--- src/rtl/VX_tb_common_pkg.sv ---
// Shared widths and the fetch-request payload used by the warp issue path.
package VX_tb_common_pkg;

  localparam int unsigned NUM_WARPS   = 4;
  localparam int unsigned NUM_THREADS = 4;
  localparam int unsigned PC_BITS     = 30;
  localparam int unsigned NW_WIDTH    = (NUM_WARPS > 1) ? $clog2(NUM_WARPS) : 1;

  // Request presented to fetch: warp id, its PC and its thread mask.
  typedef struct packed {
    logic [NW_WIDTH-1:0]    wid;
    logic [PC_BITS-1:0]     pc;
    logic [NUM_THREADS-1:0] tmask;
  } sched_req_t;

endpackage

--- src/rtl/warp_rr_pick.sv ---
// Combinational round-robin picker: first set request after ptr, wrapping modulo N.
module warp_rr_pick #(
  parameter int unsigned N = 4,
  parameter int unsigned W = (N > 1) ? $clog2(N) : 1
) (
  input  logic [N-1:0] req,
  input  logic [W-1:0] ptr,
  output logic [W-1:0] grant_idx_c,
  output logic         any_valid_c
);

  int unsigned idx;

  // Scan from the farthest candidate back to ptr+1 so the nearest one wins.
  always_comb begin
    grant_idx_c = '0;
    any_valid_c = |req;
    idx         = 0;
    for (int unsigned i = N; i >= 1; i--) begin
      idx = (32'(ptr) + i) % N;
      if (req[W'(idx)]) begin
        grant_idx_c = W'(idx);
      end
    end
  end

endmodule

--- src/rtl/warp_issue_select.sv ---
// Round-robin warp issue select with one outstanding fetch request per warp.
// Optional perf counters are enabled by defining WARP_ISSUE_PERF_EN.
module warp_issue_select
  import VX_tb_common_pkg::sched_req_t;
#(
  parameter int unsigned NUM_WARPS   = VX_tb_common_pkg::NUM_WARPS,
  parameter int unsigned NUM_THREADS = VX_tb_common_pkg::NUM_THREADS,
  parameter int unsigned PC_BITS     = VX_tb_common_pkg::PC_BITS,
  parameter int unsigned NW_WIDTH    = VX_tb_common_pkg::NW_WIDTH
) (
  input  logic                             clk,
  input  logic                             reset,
  input  logic [NUM_WARPS-1:0]             active_warps,
  input  logic [NUM_WARPS-1:0]             stalled_warps,
  input  logic [NUM_WARPS*NUM_THREADS-1:0] thread_masks,
  input  logic [NUM_WARPS*PC_BITS-1:0]     warp_pcs,
  output logic                             sched_valid,
  input  logic                             sched_ready,
  output logic [NW_WIDTH-1:0]              sched_wid,
  output logic [PC_BITS-1:0]               sched_pc,
  output logic [NUM_THREADS-1:0]           sched_tmask,
  input  logic                             release_valid,
  input  logic [NW_WIDTH-1:0]              release_wid,
  output logic [NUM_WARPS-1:0]             pending_warps,
  output logic                             err_release
`ifdef WARP_ISSUE_PERF_EN
  ,
  output logic [31:0]                      perf_issued,
  output logic [31:0]                      perf_idle,
  output logic [31:0]                      perf_backpressure
`endif
);

  logic [PC_BITS-1:0]     pc_arr_c    [NUM_WARPS];
  logic [NUM_THREADS-1:0] tmask_arr_c [NUM_WARPS];
  logic [NUM_WARPS-1:0]   eligible_c;
  logic [NW_WIDTH-1:0]    grant_c;
  logic                   any_elig_c;
  logic                   load_c;
  logic                   rel_hit_c;

  sched_req_t           req_q,     req_d;
  logic                 valid_q,   valid_d;
  logic [NUM_WARPS-1:0] pending_q, pending_d;
  logic                 err_q,     err_d;
  logic [NW_WIDTH-1:0]  rr_ptr_q,  rr_ptr_d;

  // Per-warp unpacking and eligibility from the registered pending bitmap.
  for (genvar g = 0; g < NUM_WARPS; g++) begin : g_warp
    assign pc_arr_c[g]    = warp_pcs[g*PC_BITS +: PC_BITS];
    assign tmask_arr_c[g] = thread_masks[g*NUM_THREADS +: NUM_THREADS];
    assign eligible_c[g]  = active_warps[g] & ~stalled_warps[g] & ~pending_q[g]
                          & (|thread_masks[g*NUM_THREADS +: NUM_THREADS]);
  end

  warp_rr_pick #(
    .N (NUM_WARPS),
    .W (NW_WIDTH)
  ) u_pick (
    .req         (eligible_c),
    .ptr         (rr_ptr_q),
    .grant_idx_c (grant_c),
    .any_valid_c (any_elig_c)
  );

  assign load_c    = (~valid_q | sched_ready) & any_elig_c;
  // Out-of-range wids never hit; the pending lookup is masked by the range test.
  assign rel_hit_c = (32'(release_wid) < NUM_WARPS) && pending_q[release_wid];

  // Next-state: release bookkeeping, then output-register load or drain.
  always_comb begin
    req_d     = req_q;
    valid_d   = valid_q;
    pending_d = pending_q;
    err_d     = err_q;
    rr_ptr_d  = rr_ptr_q;
    if (release_valid) begin
      if (rel_hit_c) begin
        pending_d[release_wid] = 1'b0;
      end else begin
        err_d = 1'b1;
      end
    end
    if (load_c) begin
      req_d.wid          = grant_c;
      req_d.pc           = pc_arr_c[grant_c];
      req_d.tmask        = tmask_arr_c[grant_c];
      valid_d            = 1'b1;
      pending_d[grant_c] = 1'b1;
      rr_ptr_d           = grant_c;
    end else if (sched_ready) begin
      valid_d = 1'b0;
    end
  end

  // State registers with synchronous reset; rr_ptr starts at the last warp so warp 0 wins first.
  always_ff @(posedge clk) begin
    if (reset) begin
      req_q     <= '0;
      valid_q   <= 1'b0;
      pending_q <= '0;
      err_q     <= 1'b0;
      rr_ptr_q  <= NW_WIDTH'(NUM_WARPS - 1);
    end else begin
      req_q     <= req_d;
      valid_q   <= valid_d;
      pending_q <= pending_d;
      err_q     <= err_d;
      rr_ptr_q  <= rr_ptr_d;
    end
  end

  assign sched_valid   = valid_q;
  assign sched_wid     = req_q.wid;
  assign sched_pc      = req_q.pc;
  assign sched_tmask   = req_q.tmask;
  assign pending_warps = pending_q;
  assign err_release   = err_q;

`ifdef WARP_ISSUE_PERF_EN
  logic [31:0] issued_q, issued_d;
  logic [31:0] idle_q,   idle_d;
  logic [31:0] bp_q,     bp_d;

  // Saturating event counters.
  always_comb begin
    issued_d = issued_q;
    idle_d   = idle_q;
    bp_d     = bp_q;
    if (valid_q && sched_ready && (issued_q != '1)) begin
      issued_d = issued_q + 32'd1;
    end
    if (!valid_q && (active_warps != '0) && (idle_q != '1)) begin
      idle_d = idle_q + 32'd1;
    end
    if (valid_q && !sched_ready && (bp_q != '1)) begin
      bp_d = bp_q + 32'd1;
    end
  end

  // Counter registers.
  always_ff @(posedge clk) begin
    if (reset) begin
      issued_q <= '0;
      idle_q   <= '0;
      bp_q     <= '0;
    end else begin
      issued_q <= issued_d;
      idle_q   <= idle_d;
      bp_q     <= bp_d;
    end
  end

  assign perf_issued       = issued_q;
  assign perf_idle         = idle_q;
  assign perf_backpressure = bp_q;
`endif

endmodule

--- config.mk ---
export PLATFORM = sky130hd
export DESIGN_NAME = warp_issue_select
export DESIGN_NICKNAME = d
export VERILOG_FILES = /design/src/rtl/VX_tb_common_pkg.sv /design/src/rtl/warp_rr_pick.sv /design/src/rtl/warp_issue_select.sv
export SDC_FILE = /design/constraint.sdc
export NUM_CORES = 1
export LEC_CHECK = 0
export ABC_AREA = 1
export ABC_CLOCK_PERIOD_IN_PS = 2250
export CAP_MARGIN = 10
export CORE_ASPECT_RATIO = 1.4
export CORE_MARGIN = 3
export CORE_UTILIZATION = 38
export CTS_BUF_LIST = sky130_fd_sc_hd__clkbuf_8
export CTS_CLUSTER_SIZE = 12
export DETAILED_ROUTE_END_ITERATION = 10
export PLACE_DENSITY = 0.8
export SYNTH_ARGS = -nofsm -noshare
export SYNTH_HDL_FRONTEND = slang
export SYNTH_SLANG_ARGS = --single-unit
--- constraint.sdc ---
create_clock -name clk -period 2.25 [get_ports clk]
set_input_delay 0.45 -clock clk [delete_from_list [all_inputs] [get_ports clk]]
set_output_delay 0.45 -clock clk [all_outputs]
set_load 0.02 [all_outputs]
==> results.sh, run 1 <==
export IMPL_grt_start_max_net_pins=31
export IMPL_grt_ovfl_total=0
export IMPL_synth_fp_nets=770
export IMPL_synthTopCellsByArea="dfxtp_1 26%, nand3_1 24%, nand2_1 14%"
export IMPL_num_vias=4930
export IMPL_seq_area_sq_um=882
export IMPL_cts_tree="built"
export IMPL_clk_latency_ns=0.30
export IMPL_hp_start="sched_wid[1]"
export IMPL_coreArea_sq_um=8660
export IMPL_r2r_end="sched_pc[13]"
export IMPL_cp_slowest_cell="clkdlybuf4s50_1"
export IMPL_nets=970
export IMPL_power_leakage_nw=2.99
export IMPL_die_h_um=118
export IMPL_worst_setup_path_start_kind="primary input"
export IMPL_wl_mm=14.5
export IMPL_endpoint_kind="register"
export IMPL_rrSetupSlack_ns=0.21
export IMPL_crit_top_cell="nand2_2"
export IMPL_ys_seq_elements=44
export IMPL_fmax_ghz=0.450
export IMPL_die_area_sq_um=10100
export IMPL_multi_input_area_sq_um=2170
export IMPL_relSlewSlack_pct=56.2
export IMPL_cp_arrival_ns=2.42
export IMPL_htree_num_levels=2
export IMPL_seq_area_frac_synth_pct=26.0
export IMPL_postSynthCellCount=620
export IMPL_synth_compound_area_share_pct=5.72
export IMPL_max_stage_delay_ns=0.42
export IMPL_avgSynthCellArea_sq_um=5.46
export IMPL_yosys_area_top_type="dfxtp_1"
export IMPL_num_antenna_cells=0
export IMPL_wl_per_cell_um=15.6
export IMPL_status="complete, no violations"
export IMPL_holdPathStages=2
export IMPL_drc_errors=0
export IMPL_tightest_slew_ns=0.656
export IMPL_hpwl_mm=10.2
export IMPL_maxCapViolCount=0
export IMPL_antenna_found_initial=0
export IMPL_cts_buffers=5
export IMPL_drive_above_1_share_pct=12.5
export IMPL_cp_startpoint="stalled_warps[3]"
export IMPL_avgViaCountPerCell=5.32
export IMPL_synth_top_area_share_pct=26.0
export IMPL_cts_hold_buf=0
export IMPL_vdd_ir_drop_max_mv=0.858
export IMPL_critPathMaxFanout=8
export IMPL_synth_fa_ha_area_share_pct=0
export IMPL_rows=40
export IMPL_clkSlewWorstSetupHoldPaths_ns=0.09
export IMPL_grt_pass1_wl_mm=21.0
export IMPL_power_density_nw_per_um2=1180
export IMPL_crit_type="in2reg"
export IMPL_synthXorXnorAreaFrac_pct=0
export IMPL_synth_simple_area_share_pct=52.4
export IMPL_yosys_warnings=0
export IMPL_finalCriticalPeriod_ns=2.22
export IMPL_synthMuxAreaShare_pct=0
export IMPL_finalSetupViolations=0
export IMPL_worst_ep_required_time_ns=2.45
export IMPL_drtIter0Drc=323
export IMPL_synth_top_family_by_area="simple AND/OR/NAND/NOR gates"
export IMPL_die_w_um=85.8
export IMPL_grt_pass1_vias=4607
export IMPL_hold_path_class="reg2reg"
export IMPL_hold_violations=0
export IMPL_tns_ns=0
export IMPL_cts_root_buf="clkbuf_8"
export IMPL_area_growth_syn_to_layout_pct=80.3
export IMPL_initial_core_util_pct=39.1
export IMPL_cp_num_buf_inv=3
export IMPL_drtPass1Iterations=5
export IMPL_ant_nets=0
export IMPL_io_buffers=191
export IMPL_track_usage_pct=25.2
export IMPL_r2r_cells=14
export IMPL_io_pins=192
export IMPL_clkSinkCount=44
export IMPL_r2r_start="rr_ptr_q[0]"
export IMPL_place_congestion=0.881
export IMPL_drv_slew=0
export IMPL_hold_end="sched_wid[1]"
export IMPL_finalClockSkew_ns=0.00773
export IMPL_fin_total_pwr_mw=7.19
export IMPL_cpLargestDelayFamily="simple AND/OR/NAND/NOR gates"
export IMPL_design_area_sq_um=6110
export IMPL_yosys_cell_types_count=20
export IMPL_path_cells="clkdlybuf4s50_1 -> inv_1 -> nand2_2 -> nor2_4 -> nand3_2 -> nand2_2 -> nand2_2 -> nand2_2 -> nand2_4 -> nand2_4 -> nand2_4 -> nand2_8 -> buf_12 -> nand2_1 -> nand2_1 -> nor2_1 -> nor2_1 -> nor2_1"
export IMPL_fin_crit_sh_pct=98.7
export IMPL_syn_area_sq_um=3390
export IMPL_max_clock_path_buffers=2
export IMPL_dpl_cell_area_sq_um=5610
export IMPL_fillers=713
-- cell usage after synthesis, drive strengths merged --
cell and instances:
a31oi 1, dfxtp 44, inv 85, nand2 128
o31ai 3, nor2 126, o21ai 19, clkbuf 14
a21oi 9, nand3 161, a221o 1, buf 27
o211ai 2
-- power by group --
| group | switching, mW | internal (mW) | leakage, nW |
|---|---|---|---|
| Sequential | 0.192 | 1.06 | 0.365 |
| Clock | 0.282 | 0.246 | 0.0510 |
| Combinational | 2.91 | 2.51 | 2.57 |
| Total | 3.38 | 3.81 | 2.99 |
-- routing by layer --
| layer | vias to the layer above | global-route usage [%] | wire, um |
|---|---|---|---|
| met5 | - | 0 | 0 |
| met4 | 0 | 11.0 | 753 |
| met3 | 57 | 2.94 | 963 |
| met2 | 268 | 46.2 | 7460 |
| met1 | 2259 | 28.5 | 5290 |
| li1 | 2346 | - | - |
-- area by class of cell --
cell class	instances	area share, %
Clock inverter	2	0.164
Inverter	85	5.22
Timing Repair Buffer	234	41.2
Multi-Input combinational cell	450	35.5
Tap cell	105	2.15
Clock buffer	6	1.35
Sequential cell	44	14.4
-- state kept, by name, indices dropped and copies added (netlist names) --
name           cells
err_release        1
pending_warps      4
rr_ptr_q           2
sched_pc          30
sched_tmask        4
sched_valid        1
sched_wid          2
-- worst min-delay path: stages, from the launching register on --
cell	delay, ns
dfxtp_1	0.32
nand2_1	0.06
a21oi_1	0.06
-- kinds of logic (layout without fill, tap and decap cells) --
family,after synthesis,count (layout)
buf+inv,126,327
simple gates,415,415
compound gates,35,35
flops,44,44
-- cells in the final DEF (no fill, tap or decap), types with 2 or more instances in the layout --
cell type / count
inv_2: 6
nor2_4: 4
dfxtp_1: 43
clkinv_2: 2
nor2_1: 115
clkbuf_8: 6
nor2_2: 7
o21ai_0: 19
o211ai_1: 2
nand3_1: 151
nand2_1: 105
buf_12: 12
dlymetal6s2s_1: 8
clkdlybuf4s50_1: 183
clkbuf_16: 6
inv_1: 79
nand2_2: 17
buf_4: 23
nand3_2: 9
nand2_4: 5
buf_6: 2
a21oi_1: 8
o31ai_1: 3
-- worst max-delay path by stage --
stage / end / depth (start not counted) / slack, ns
floorplan: sched_pc[19] / 15 / 0.42
global placement: sched_tmask[0] / 16 / -0.22
detailed placement: sched_pc[19] / 15 / -0.32
CTS: sched_pc[19] / 15 / -0.003
global route: sched_pc[27] / 16 / -0.09
finish: sched_pc[13] / 18 / 0.03
-- what timing repair did --
action	4_1_cts	5_1_grt
setup endpoints to repair	1	40
hold endpoints to repair	0	0
gates cloned	0	7
gates resized for setup	0	65
buffers inserted	0	1
pin swaps	0	27
-- per-stage QoR --
stage / hold WS (ns) / std cells / setup WS [ns] / utilization, %
after floorplan: 0.540 / 620 / 0.419 / -
after global placement: 0.454 / 910 / -0.221 / 64.8
after detailed placement: 0.469 / 910 / -0.319 / 64.8
after CTS: 0.489 / 918 / -0.00287 / 65.9
after global routing: 0.513 / 926 / -0.0858 / 70.5
final: 0.485 / 926 / 0.0285 / 70.5
(Power assumes the default switching activity.)
==> inputs of run 2 (changes only) <==
ABC_AREA = 0   (was 1)
CORE_UTILIZATION = 36   (was 38)
PLACE_DENSITY = 0.82   (was 0.8)
==> results.sh, run 2 <==
export IMPL_place_congestion=0.859
export IMPL_endpoint_kind="register"
export IMPL_hpwl_mm=7.26
export IMPL_yosys_warnings=0
export IMPL_ant_nets=0
export IMPL_fin_crit_sh_pct=105
export IMPL_grt_ovfl_total=0
export IMPL_hold_path_class="reg2reg"
export IMPL_die_h_um=109
export IMPL_hp_start="err_release"
export IMPL_cts_buffers=5
export IMPL_grt_start_max_net_pins=45
export IMPL_wl_mm=12.2
export IMPL_seq_area_frac_synth_pct=32.2
export IMPL_finalSetupViolations=28
export IMPL_cts_root_buf="clkbuf_8"
export IMPL_cp_arrival_ns=2.54
export IMPL_num_antenna_cells=0
export IMPL_status="finished with violations"
export IMPL_relSlewSlack_pct=72.7
export IMPL_clk_latency_ns=0.30
export IMPL_num_vias=3265
export IMPL_wl_per_cell_um=20.8
export IMPL_cts_hold_buf=0
export IMPL_postSynth_asyncResetShare_pct=0
export IMPL_drive_above_1_share_pct=31.3
export IMPL_setup_ws_ns=-0.118
export IMPL_crit_type="reg2reg"
export IMPL_drtPass1Iterations=4
export IMPL_die_area_sq_um=8690
export IMPL_final_util_pct=81.5
export IMPL_layout_common_cells="167 x clkdlybuf4s50_1, 43 x dfxtp_1, 35 x nand3b_1"
export IMPL_yosys_area_top_type="dfxtp_1"
export IMPL_hold_violations=0
export IMPL_synth_top_area_share_pct=32.2
export IMPL_avgViaCountPerCell=5.57
export IMPL_rsz0062_at_grt="yes"
export IMPL_vdd_ir_drop_max_mv=0.317
export IMPL_yosysMostFrequentCell="mux2i_1"
export IMPL_synth_fp_nets=414
export IMPL_io_pins=192
export IMPL_rows=37
export IMPL_clkSinkCount=44
export IMPL_power_leakage_nw=2.34
export IMPL_worst_setup_path_start_kind="register"
export IMPL_critPathMaxFanout=7
export IMPL_synthTopCellsByArea="dfxtp_1 32%, mux2i_1 25%, o221ai_1 10%"
export IMPL_coreArea_sq_um=7360
export IMPL_htree_num_levels=2
export IMPL_maxCapViolCount=0
export IMPL_initial_core_util_pct=37.1
export IMPL_io_buffers=191
export IMPL_cp_startpoint="pending_warps[3]"
export IMPL_nets=639
export IMPL_die_w_um=79.7
export IMPL_finalCriticalPeriod_ns=2.37
export IMPL_largest_reg_flops=30
export IMPL_fmax_ghz=0.422
export IMPL_drc_errors=0
export IMPL_drtIter0Drc=119
export IMPL_grt_pass1_vias=3359
export IMPL_yosys_cell_types_count=40
export IMPL_ys_seq_elements=44
export IMPL_syn_area_sq_um=2730
export IMPL_finalClockSkew_ns=0.00717
export IMPL_tightest_slew_ns=0.410
export IMPL_grt_pass1_wl_mm=16.9
export IMPL_violations="negative setup slack"
export IMPL_drv_slew=0
export IMPL_clkSlewWorstSetupHoldPaths_ns=0.09
export IMPL_area_growth_syn_to_layout_pct=120
export IMPL_postSynthCellCount=264
export IMPL_max_clock_path_buffers=2
export IMPL_synth_main_ff_cell="dfxtp_1"
export IMPL_worst_hold_slack_ns=0.480
export IMPL_power_density_nw_per_um2=582
export IMPL_avgSynthCellArea_sq_um=10.4
export IMPL_synth_edf_count=0
export IMPL_synthTopCellsByCount="68 x mux2i_1, 44 x dfxtp_1, 35 x nand3b_1, 32 x o221ai_1, 12 x buf_6"
export IMPL_r2r_start="pending_warps[3]"
export IMPL_track_usage_pct=25.1
export IMPL_final_common_cell="clkdlybuf4s50_1"
export IMPL_cts_tree="built"
export IMPL_worst_ep_required_time_ns=2.42
export IMPL_antenna_found_initial=0
[run 2: cell type report]
| class | instances | area (sq um) |
|---|---|---|
| repair buffers | 243 | 2700 |
| flip-flops and latches | 44 | 882 |
| well taps | 97 | 121 |
| clock buffers | 5 | 68.8 |
| fillers | 434 | 1360 |
| inverters | 2 | 7.51 |
| clock inverters | 2 | 8.76 |
| multi-input cells | 193 | 2220 |
[run 2: what timing repair did]
action	4_1_cts	5_1_grt
gates cloned	10	4
setup endpoints to repair	42	37
pin swaps	35	21
setup buffers	14	2
gates resized for setup	109	60
[run 2: where the power goes]
group	internal (mW)	total, mW	switching, mW
clock network	0.207	0.482	0.274
logic	1.17	2.02	0.846
registers	0.907	0.994	0.0866
[run 2: final timing paths]
check | endpoint | slack [ns] | cells past startpoint
min reg2reg | err_release | 0.48 | 2
min | err_release | 0.48 | 2
max | sched_pc[28] | -0.12 | 9
max reg2reg | sched_pc[28] | -0.12 | 9
[run 2: through the flow]
step                      std cells  TNS (ns)  area, sq um  power, mW  worst slack (ns)
after floorplan                 264         0         2730       1.72            0.0397
after global placement          551    -20.05         4830       2.37            -0.572
after detailed placement        551    -21.53         4830       2.38            -0.608
after CTS                       581    -0.813         5610       3.25           -0.0689
after global routing            586     -3.09         6000       3.64            -0.185
final                           586    -0.928         6000       3.50            -0.118
[run 2: kinds of logic (layout without fill, tap and decap cells)]
logic type	Yosys count	after routing	share of synthesized area, %
and+or+nand+nor	69	69	17.8
buffers and inverters	27	252	7.28
muxes	69	69	25.7
AOI/OAI and AO/OA	55	55	17.0
DFF	44	44	32.2
[run 2: critical path, stage by stage, from the launching register on]
cell and delay, ns:
dfxtp_2 0.32, or3b_4 0.40, or2_4 0.25, or3_4 0.33
o211a_4 0.17, buf_6 0.13, buf_8 0.13, buf_12 0.14
mux2i_2 0.21, o221ai_1 0.17
[run 2: layer usage]
layer  GRT usage, %  share of wire [%]  vias up
met5              0                  0        -
li1               -                  -     1490
met4           8.11                3.4        0
met2           49.1                 55      172
met1           25.9                 35     1564
met3           5.29                6.2       39
